--- src/rtl/uart_tx_scheduler.sv ---
// uart_tx_scheduler: arbitrates N_REQ byte requesters onto one UART transmitter
// through a TX_Ready / TX_en handshake. Each handshake phase has a timeout.
module uart_tx_scheduler #(
    parameter int N_REQ   = 4,
    parameter int TIMEOUT = 4096
) (
    input  logic               clk,
    input  logic               reset_b,
    input  logic [N_REQ-1:0]   req,
    input  logic [8*N_REQ-1:0] req_data,
    input  logic [N_REQ-1:0]   req_lock,
    output logic [N_REQ-1:0]   ack,
    input  logic               tx_ready,
    output logic               tx_en,
    output logic [7:0]         tx_data,
    output logic               busy,
    output logic               timeout_err
);
    // state | meaning
    // IDLE  | waiting for tx_ready=1 and any req, then grants one byte
    // SEND  | tx_en high, waiting for the transmitter to drop tx_ready
    // DRAIN | byte accepted, waiting for tx_ready to return high

    localparam int GW = (N_REQ > 1) ? $clog2(N_REQ) : 1;
    localparam int CW = $clog2(TIMEOUT + 1);
    localparam logic [GW-1:0] LAST_RST  = GW'(N_REQ - 1);
    localparam logic [CW-1:0] CNT_MAX   = CW'(TIMEOUT);
    localparam logic [CW-1:0] CNT_ABORT = CW'(TIMEOUT - 1);
    localparam logic [CW-1:0] CNT_ONE   = CW'(1);

    typedef enum logic [1:0] {
        S_IDLE  = 2'd0,
        S_SEND  = 2'd1,
        S_DRAIN = 2'd2
    } state_t;

    state_t           r_state;
    state_t           w_state_nxt;

    logic [GW-1:0]    r_grant;
    logic [GW-1:0]    r_last_grant;
    logic             r_lock_hold;
    logic [CW-1:0]    r_cnt;
    logic             r_tx_en;
    logic [7:0]       r_tx_data;
    logic [N_REQ-1:0] r_ack;
    logic             r_busy;
    logic             r_err;

    logic             w_rr_found;
    logic [GW-1:0]    w_rr_idx;
    logic             w_lock_win;
    logic [GW-1:0]    w_sel;
    logic             w_do_grant;
    logic             w_phase_to;
    logic             w_done;
    logic             w_abort;

    logic [GW-1:0]    w_grant_nxt;
    logic [GW-1:0]    w_last_nxt;
    logic             w_lock_nxt;
    logic [CW-1:0]    w_cnt_nxt;
    logic             w_tx_en_nxt;
    logic [7:0]       w_tx_data_nxt;
    logic [N_REQ-1:0] w_ack_nxt;
    logic             w_busy_nxt;
    logic             w_err_nxt;

    // Round-robin search starting one past the last completed grant.
    always_comb begin : arb
        int            j;
        logic [GW-1:0] jj;
        w_rr_found = 1'b0;
        w_rr_idx   = '0;
        j          = 0;
        jj         = '0;
        for (int k = 1; k <= N_REQ; k++) begin
            j  = (int'(r_last_grant) + k) % N_REQ;
            jj = GW'(j);
            if (!w_rr_found && req[jj]) begin
                w_rr_found = 1'b1;
                w_rr_idx   = jj;
            end
        end
    end

    // Packet mode: the previous owner keeps the grant while it still asks for it.
    assign w_lock_win = r_lock_hold & req_lock[r_last_grant] & req[r_last_grant];
    assign w_sel      = w_lock_win ? r_last_grant : w_rr_idx;
    assign w_do_grant = (r_state == S_IDLE) & tx_ready & (|req);
    assign w_phase_to = (r_cnt == CNT_ABORT);

    always_ff @(posedge clk) begin
        if (reset_b) begin
            r_state <= S_IDLE;
        end else begin
            r_state <= w_state_nxt;
        end
    end

    always_comb begin
        w_state_nxt = r_state;
        w_done      = 1'b0;
        w_abort     = 1'b0;
        case (r_state)
            S_IDLE: begin
                if (w_do_grant) begin
                    w_state_nxt = S_SEND;
                end
            end
            S_SEND: begin
                if (!tx_ready) begin
                    w_state_nxt = S_DRAIN;
                end else if (w_phase_to) begin
                    w_state_nxt = S_IDLE;
                    w_abort     = 1'b1;
                end
            end
            S_DRAIN: begin
                if (tx_ready) begin
                    w_state_nxt = S_IDLE;
                    w_done      = 1'b1;
                end else if (w_phase_to) begin
                    w_state_nxt = S_IDLE;
                    w_abort     = 1'b1;
                end
            end
            default: begin
                w_state_nxt = S_IDLE;
            end
        endcase
    end

    // An aborted byte is simply dropped: it was acked at capture time.
    always_comb begin
        w_tx_en_nxt   = 1'b0;
        w_tx_data_nxt = r_tx_data;
        w_ack_nxt     = '0;
        w_busy_nxt    = (w_state_nxt != S_IDLE);
        w_err_nxt     = r_err | w_abort;
        w_grant_nxt   = r_grant;
        w_last_nxt    = r_last_grant;
        w_lock_nxt    = r_lock_hold;
        w_cnt_nxt     = r_cnt;
        if (w_do_grant) begin
            w_tx_en_nxt      = 1'b1;
            w_tx_data_nxt    = req_data[{w_sel, 3'b000} +: 8];
            w_ack_nxt[w_sel] = 1'b1;
            w_grant_nxt      = w_sel;
            w_lock_nxt       = req_lock[w_sel];
        end
        if ((r_state == S_SEND) && (w_state_nxt == S_SEND)) begin
            w_tx_en_nxt = 1'b1;
        end
        if (w_done || w_abort) begin
            w_last_nxt = r_grant;
        end
        if (w_state_nxt != r_state) begin
            w_cnt_nxt = '0;
        end else if ((r_state != S_IDLE) && (r_cnt != CNT_MAX)) begin
            w_cnt_nxt = r_cnt + CNT_ONE;
        end
    end

    always_ff @(posedge clk) begin
        if (reset_b) begin
            r_grant      <= '0;
            r_last_grant <= LAST_RST;
            r_lock_hold  <= 1'b0;
            r_cnt        <= '0;
            r_tx_en      <= 1'b0;
            r_tx_data    <= 8'h00;
            r_ack        <= '0;
            r_busy       <= 1'b0;
            r_err        <= 1'b0;
        end else begin
            r_grant      <= w_grant_nxt;
            r_last_grant <= w_last_nxt;
            r_lock_hold  <= w_lock_nxt;
            r_cnt        <= w_cnt_nxt;
            r_tx_en      <= w_tx_en_nxt;
            r_tx_data    <= w_tx_data_nxt;
            r_ack        <= w_ack_nxt;
            r_busy       <= w_busy_nxt;
            r_err        <= w_err_nxt;
        end
    end

    assign ack         = r_ack;
    assign tx_en       = r_tx_en;
    assign tx_data     = r_tx_data;
    assign busy        = r_busy;
    assign timeout_err = r_err;

endmodule

--- config.mk ---
export PLATFORM = sky130hd
export DESIGN_NAME = uart_tx_scheduler
export DESIGN_NICKNAME = d
export VERILOG_FILES = /design/src/rtl/uart_tx_scheduler.sv
export SDC_FILE = /design/constraint.sdc
export NUM_CORES = 1
export LEC_CHECK = 0
export ABC_AREA = 1
export BUFFER_PORTS_ARGS = -buffer_cell sky130_fd_sc_hd__buf_2
export CAP_MARGIN = 20
export CORE_ASPECT_RATIO = 0.75
export CORE_UTILIZATION = 49
export CTS_BUF_LIST = sky130_fd_sc_hd__clkbuf_16
export DETAILED_ROUTE_END_ITERATION = 12
export GPL_TIMING_DRIVEN = 1
export PLACE_DENSITY = 0.77
export SYNTH_ARGS = -nofsm -noshare
export SYNTH_HDL_FRONTEND = slang
export SYNTH_SLANG_ARGS = --single-unit
--- constraint.sdc ---
create_clock -name clk -period 1.85 [get_ports clk]
set_clock_uncertainty 0.1 [all_clocks]
set_input_delay 0.2775 -clock clk [delete_from_list [all_inputs] [get_ports clk]]
set_output_delay 0.2775 -clock clk [all_outputs]
set_load 0.005 [all_outputs]
==> out/results.txt, run 1 <==
status: finished with violations
failing checks: setup timing
initial DRC count: 470
die height: 62.4 um
Clock Tree Buf Depth: 2
worst-skew pair later-pin latency: 0.29 ns
Clock Tree Root: clkbuf_16
commonest non-fill, non-tap cell in the layout: nand2_1
synth unique cells: 32
worst min-delay path class: in2reg
Die Area: 5150 sq um
DRC: 0
Max VDD drop: 0.000594 V
Largest stage delay, worst path: 0.38 ns
Crit path required time: 1.93 ns
Hold Buf Count CTS: 0
Critical Path Slowest Stage Cell: dfxtp_2
CTS clk-pin slew, worst paths: 0.06 ns
Synth area leaders: dfxtp_1, nand2_1, nand3_1
CP dominant cell by count: nand2_1
crit path time final: 2.31 ns
Ys Warns: 0
Routed WL per cell: 22.9 um
Synth Area in Simple Gates: 0.464
I/O pins: 58
routed vias/inst: 6.49
Slew @ Worst Pin: 0.470 ns
Max Clock Freq: 433 MHz
Max Cap Viol: 0
vias in the first global route: 2986
fin area: 4040 sq um
TritonCTS Buffers: 5
worst setup path end: r_cnt[5]
Die W: 82.5 um
Worst EP arrival: 2.39 ns
total iterations of the first detailed-routing run: 6
worst-path fanout max: 7
largest family of logic cells by synthesized area: simple AND/OR/NAND/NOR gates
Routed WL: 12300 um
layout net count: 527
FF+latch area: 714 sq um
first-pass GRT wire length: 14100 um
post-synthesis sequential area ratio: 0.294
syn_nets: 411
Synth Area in XOR/XNOR: 0.0294
CP endpoint kind: flop
DRT antenna net count: 0
Hold Crit Start: req_data[5]
Area Growth Syn to Fin: 69.4%
Reg2Reg Capture Point: r_cnt[5]
pre-CTS setup slack: -0.208 ns
number of setup violations in the final report: 33
Post-DP HPWL: 4690 um
pwr dens: 862 nW/um^2
RePlAce Congestion: 0.907
max-slew violations: 0
Core Rows: 21
largest area contributor in the netlist: dfxtp_1
period utilization: 1.25
Pleak: 1.86 nW
critical path type: reg2reg
top cell type's share of synthesized area: 0.294
RSZ-0062 raised after global routing: true
mux cell area share after synthesis: 0
worst r2r path cells: 12
CTS tree: built
Cells after Synth: 362
crit path launch: r_cnt[1]
Final Hold Viols: 0
H-tree depth: 2
GRT Util Overall: 0.365
worst hold slack: 0.201 ns
area of the multi-input gates: 2000 sq um
Placement Cell Area: 3000 sq um
register bit total from synthesis: 35
Setup crit start kind: flop
GRT overflow: 0
Synth Area in Adders: 0.0315
most frequent cells in the layout: nand2_1, buf_2, inv_1
Port Buffers: 57
Core Region: 4570 sq um
Post-Syn Area per Cell: 6.58 sq um
clock sinks: 35
DR vias: 3485
largest net degree at the start of global routing: 24
Relative slew margins: 0.684
worst-path cell chain: ha_4, nand3_4, nor2_4, nand4_1, a22oi_1, o22ai_1, nand2_1, nand2_1, nand3b_1, buf_6, buf_12, nor2_1
RR Startpoint: r_cnt[1]
fraction of layout cells with a size suffix above 1: 0.537
# fillers: 194
Initial Utilization: 0.521
Cell Area, Synth: 2380 sq um
reg-to-reg slack, setup: -0.46 ns
compound-gate portion of the synthesized area: 0.0672
setup ws final: -0.460 ns
initial antenna violation count: 1
[metal layers]
metal | GRT usage | up-vias | share of wire | routed length, um
li1 | - | 1404 | - | -
met1 | 0.450 | 1583 | 0.33 | 4090
met2 | 0.598 | 367 | 0.45 | 5480
met3 | 0.0847 | 129 | 0.13 | 1660
met4 | 0.159 | 2 | 0.085 | 1050
met5 | 0 | - | 0.00081 | 10
[cells in the mapped netlist]
cell        n
inv_1      43
nor2_4      1
nand3b_1    3
o2111ai_1   1
nand3_2     8
nor3_1      8
nor4_1      3
nand2_4     4
a22oi_1     1
buf_4       2
nor2_8      1
nor2_1     37
nand4_1     7
o21ai_2     2
nand3_1    47
buf_6       5
inv_4       1
nand2_2    12
ha_1        6
nand2_1    88
xor2_1      7
a21oi_1     6
o22ai_1     1
o21ai_0    13
clkbuf_1    3
dfxtp_1    35
xnor2_1     1
nor2_2      7
inv_2       6
o211ai_1    1
a21oi_2     1
o22a_1      1
[how the worst min path moves through the flow]
stage	cells past startpoint	slack [ns]	endpoint
2_1_floorplan	2	0.34	r_last_grant[1]
3_3_place_gp	2	0.33	timeout_err
3_5_place_dp	2	0.34	timeout_err
4_1_cts	2	0.19	timeout_err
5_1_grt	2	0.20	busy
6_report	5	0.20	tx_data[5]
[critical path: cells and delay by family, from the launching register on]
family / cells / cell delay [ns]
AOI/OAI and AO/OA: 2 / 0.37
adders and majority gates: 1 / 0.16
buffers and inverters: 2 / 0.27
DFF: 1 / 0.38
and+or+nand+nor: 7 / 0.92
[repair_timing]
item,CTS,global route
cloned,3,0
pin swaps,12,36
resized for setup,77,77
endpoints found under the setup margin,29,32
endpoints found under the hold margin,0,0
buffers inserted,10,12
[power breakdown]
part	internal (W)	leakage [nW]	total, W	switching, W
clock network	0.000644	0.0844	0.00103	0.000388
registers	0.000821	0.287	0.000881	0.0000605
logic	0.000650	1.49	0.00157	0.000918
total	0.00211	1.86	0.00348	0.00137
[metrics by stage]
step / TNS [ns] / power, W / utilization / std cells
after floorplan: 0 / 0.00146 / - / 362
after global placement: -2.77 / 0.00177 / 0.657 / 504
after detailed placement: -3.49 / 0.00178 / 0.657 / 504
after CTS: -1.45 / 0.00302 / 0.791 / 525
after global routing: -15.49 / 0.00357 / 0.883 / 536
final: -10.61 / 0.00348 / 0.883 / 537
[state kept, by name, indices dropped and copies added (netlist names)]
name / cells
r_cnt: 13
r_grant: 2
timeout_err: 1
tx_data: 8
busy: 1
ack: 4
r_state: 2
tx_en: 1
r_last_grant: 2
r_lock_hold: 1
[cell families (layout without fill, tap and decap cells)]
family	count (synthesis)	after routing
other	0	1
xor gates and xnor gates	8	8
AOI/OAI and AO/OA	27	28
buffers and inverters	60	175
DFF	35	35
adders and majority gates	6	6
and+or+nand+nor	226	227
[layout make-up]
class	instances	area share
clock buffer	5	0.0310
clock inverter	3	0.0118
multi-input combinational	269	0.495
antenna	1	0.000620
timing repair buffer	117	0.216
tap	57	0.0177
inverter	50	0.0508
sequential	35	0.177
Power figures use the tool's default switching activity.
==> inputs of run 2 (changes only) <==
Settings changed: CTS_CLUSTER_SIZE set to 30, REMOVE_ABC_BUFFERS set to 1.
==> out/results.txt, run 2 (synthesized netlist as in run 1, its figures left out) <==
clock sinks: 35 (unchanged)
RePlAce Congestion: 0.890 (-1.9%)
Largest stage delay, worst path: 0.36 ns (-0.02 ns)
initial DRC count: 304 (-35%)
layout net count: 532 (+0.95%)
Hold Buf Count CTS: 0 (unchanged)
reg-to-reg slack, setup: -0.27 ns (+0.19 ns)
# fillers: 268 (+38%)
first-pass GRT wire length: 12300 um (-13%)
setup ws final: -0.269 ns (+0.191 ns)
Max Cap Viol: 0 (unchanged)
Clock Tree Root: clkbuf_16
Final Power: 0.00311 W (-11%)
failing checks: setup timing
number of setup violations in the final report: 27 (-18%)
Die Area: 5150 sq um (unchanged)
fin area: 3800 sq um (-5.9%)
Die W: 82.5 um (unchanged)
Area Growth Syn to Fin: 59.5%
Relative slew margins: 0.724 (+0.0403)
Critical Path Slowest Stage Cell: dfxtp_2
GRT Util Overall: 0.312 (-0.0530)
most frequent cells in the layout: nand2_1, buf_2, buf_4
TritonCTS Buffers: 5 (unchanged)
Worst EP arrival: 2.24 ns (-0.15 ns)
Post-DP HPWL: 4660 um (-0.63%)
GR Util met3: 0.0686 (-0.0161)
Max Clock Freq: 472 MHz (+9.0%)
Routed WL per cell: 16.6 um (-28%)
Crit path required time: 1.97 ns (+0.04 ns)
routed vias/inst: 5.68 (-12%)
max-slew violations: 0 (unchanged)
Largest Register: r_cnt
initial antenna violation count: 0 (-1)
Core Region: 4570 sq um (unchanged)
Setup crit start kind: flop
met1 Use GR: 0.407 (-0.0435)
Reg2Reg Capture Point: r_cnt[8]
CP endpoint kind: flop
Initial Utilization: 0.521 (unchanged)
worst-path cell chain: ha_4, nand3_4, nor2_4, nand3_2, buf_4, buf_4, buf_4, buf_4, buf_4, buf_4, nor2_2, o22a_1, inv_1, nor2_2
status: finished with violations
hold endpoint: tx_data[0]
Slew @ Worst Pin: 0.413 ns (-0.0566 ns)
critical path type: reg2reg
Pleak: 1.80 nW (-3.6%)
Core Rows: 21 (unchanged)
max reg flops: 13 (unchanged)
period utilization: 1.15 (-0.103)
I/O pins: 58 (unchanged)
pwr dens: 817 nW/um^2 (-5.2%)
CTS clk-pin slew, worst paths: 0.06 ns (about the same)
DR vias: 3069 (-12%)
Port Buffers: 57 (unchanged)
fraction of layout cells with a size suffix above 1: 0.503 (-0.0334)
Max VDD drop: 0.000523 V (-12%)
die height: 62.4 um (unchanged)
FF+latch area: 713 sq um (-0.18%)
Routed WL: 8940 um (-27%)
worst min-delay path class: in2reg
RR Startpoint: r_cnt[1]
Hold Crit Start: req_data[0]
H-tree depth: 2 (unchanged)
antenna fix cells: 0 (-1)
Final Hold Viols: 0 (unchanged)
worst-path fanout max: 2 (-5)
worst-skew pair later-pin latency: 0.28 ns (about the same)
crit path time final: 2.12 ns (-0.191 ns)
GRT Max-Usage Layer: met2
commonest non-fill, non-tap cell in the layout: nand2_1
area of the multi-input gates: 1810 sq um (-9.3%)
RSZ-0062 raised after global routing: true
GR Layer Usage met2: 0.502 (-0.0961)
Placement Cell Area: 3030 sq um (+1.0%)
CTS tree: built
vias in the first global route: 2751 (-7.9%)
DRT antenna net count: 0 (unchanged)
WHS Path Cells: 5 (unchanged)
CP dominant cell by count: buf_4
DRC: 0 (unchanged)
Clock Tree Buf Depth: 2 (unchanged)
worst r2r path cells: 14 (+2)
largest net degree at the start of global routing: 24 (unchanged)
total iterations of the first detailed-routing run: 5 (-1)
GRT overflow: 0 (unchanged)
## run 2: worst max-delay path by stage
stage / startpoint / to / slack, ns / depth (start not counted)
2_1_floorplan: r_state[0] / r_cnt[0] / -0.33 / 11
3_5_place_dp: r_last_grant[0] / tx_data[7] / -0.18 / 13
4_1_cts: r_state[0] / r_cnt[10] / -0.12 / 15
3_3_place_gp: r_cnt[0] / r_cnt[5] / -0.16 / 14
6_report: r_cnt[1] / r_cnt[8] / -0.27 / 14
5_1_grt: r_cnt[1] / r_cnt[8] / -0.34 / 14
## run 2: metrics by stage
stage	instances	TNS [ns]	worst slack (ns)	util	hold slack [ns]
final	540	-4.74	-0.269	0.832	0.199
after global routing	540	-7.23	-0.339	0.832	0.227
after CTS	535	-2.27	-0.124	0.761	0.197
after detailed placement	511	-3.51	-0.180	0.663	0.358
after global placement	511	-3.00	-0.159	0.663	0.333
after floorplan	352	-7.21	-0.332	-	0.247
## run 2: power by group
group,total (W),internal (W),switching (W)
clock,0.000957,0.000628,0.000329
combinational,0.00128,0.000547,0.000735
sequential,0.000869,0.000822,0.0000470
total,0.00311,0.00200,0.00111
## run 2: area by class of cell
cell class | instances | area share
clock buffers | 5 | 0.0329
clock inverters | 2 | 0.00987
flip-flops and latches | 35 | 0.188
repair buffers | 121 | 0.220
well taps | 57 | 0.0188
inverters | 50 | 0.0540
multi-input cells | 270 | 0.477
## run 2: per-layer routing
metal	vias to the layer above	share of wire
li1	1401	-
met1	1393	0.39
met2	220	0.48
met3	55	0.089
met4	0	0.047
met5	-	0
## run 2: worst max-delay path: cells and delay by family (launching register included)
family / cells / cell delay [ns]
AOI/OAI and AO/OA: 1 / 0.18
buffers and inverters: 7 / 0.81
and+or+nand+nor: 5 / 0.47
DFF: 1 / 0.36
adders and majority gates: 1 / 0.15
## run 2: timing repair
item,CTS,global route
gates cloned,4,0
gates resized for setup,36,80
setup endpoints to repair,28,33
setup buffers,14,9
pin swaps,7,40
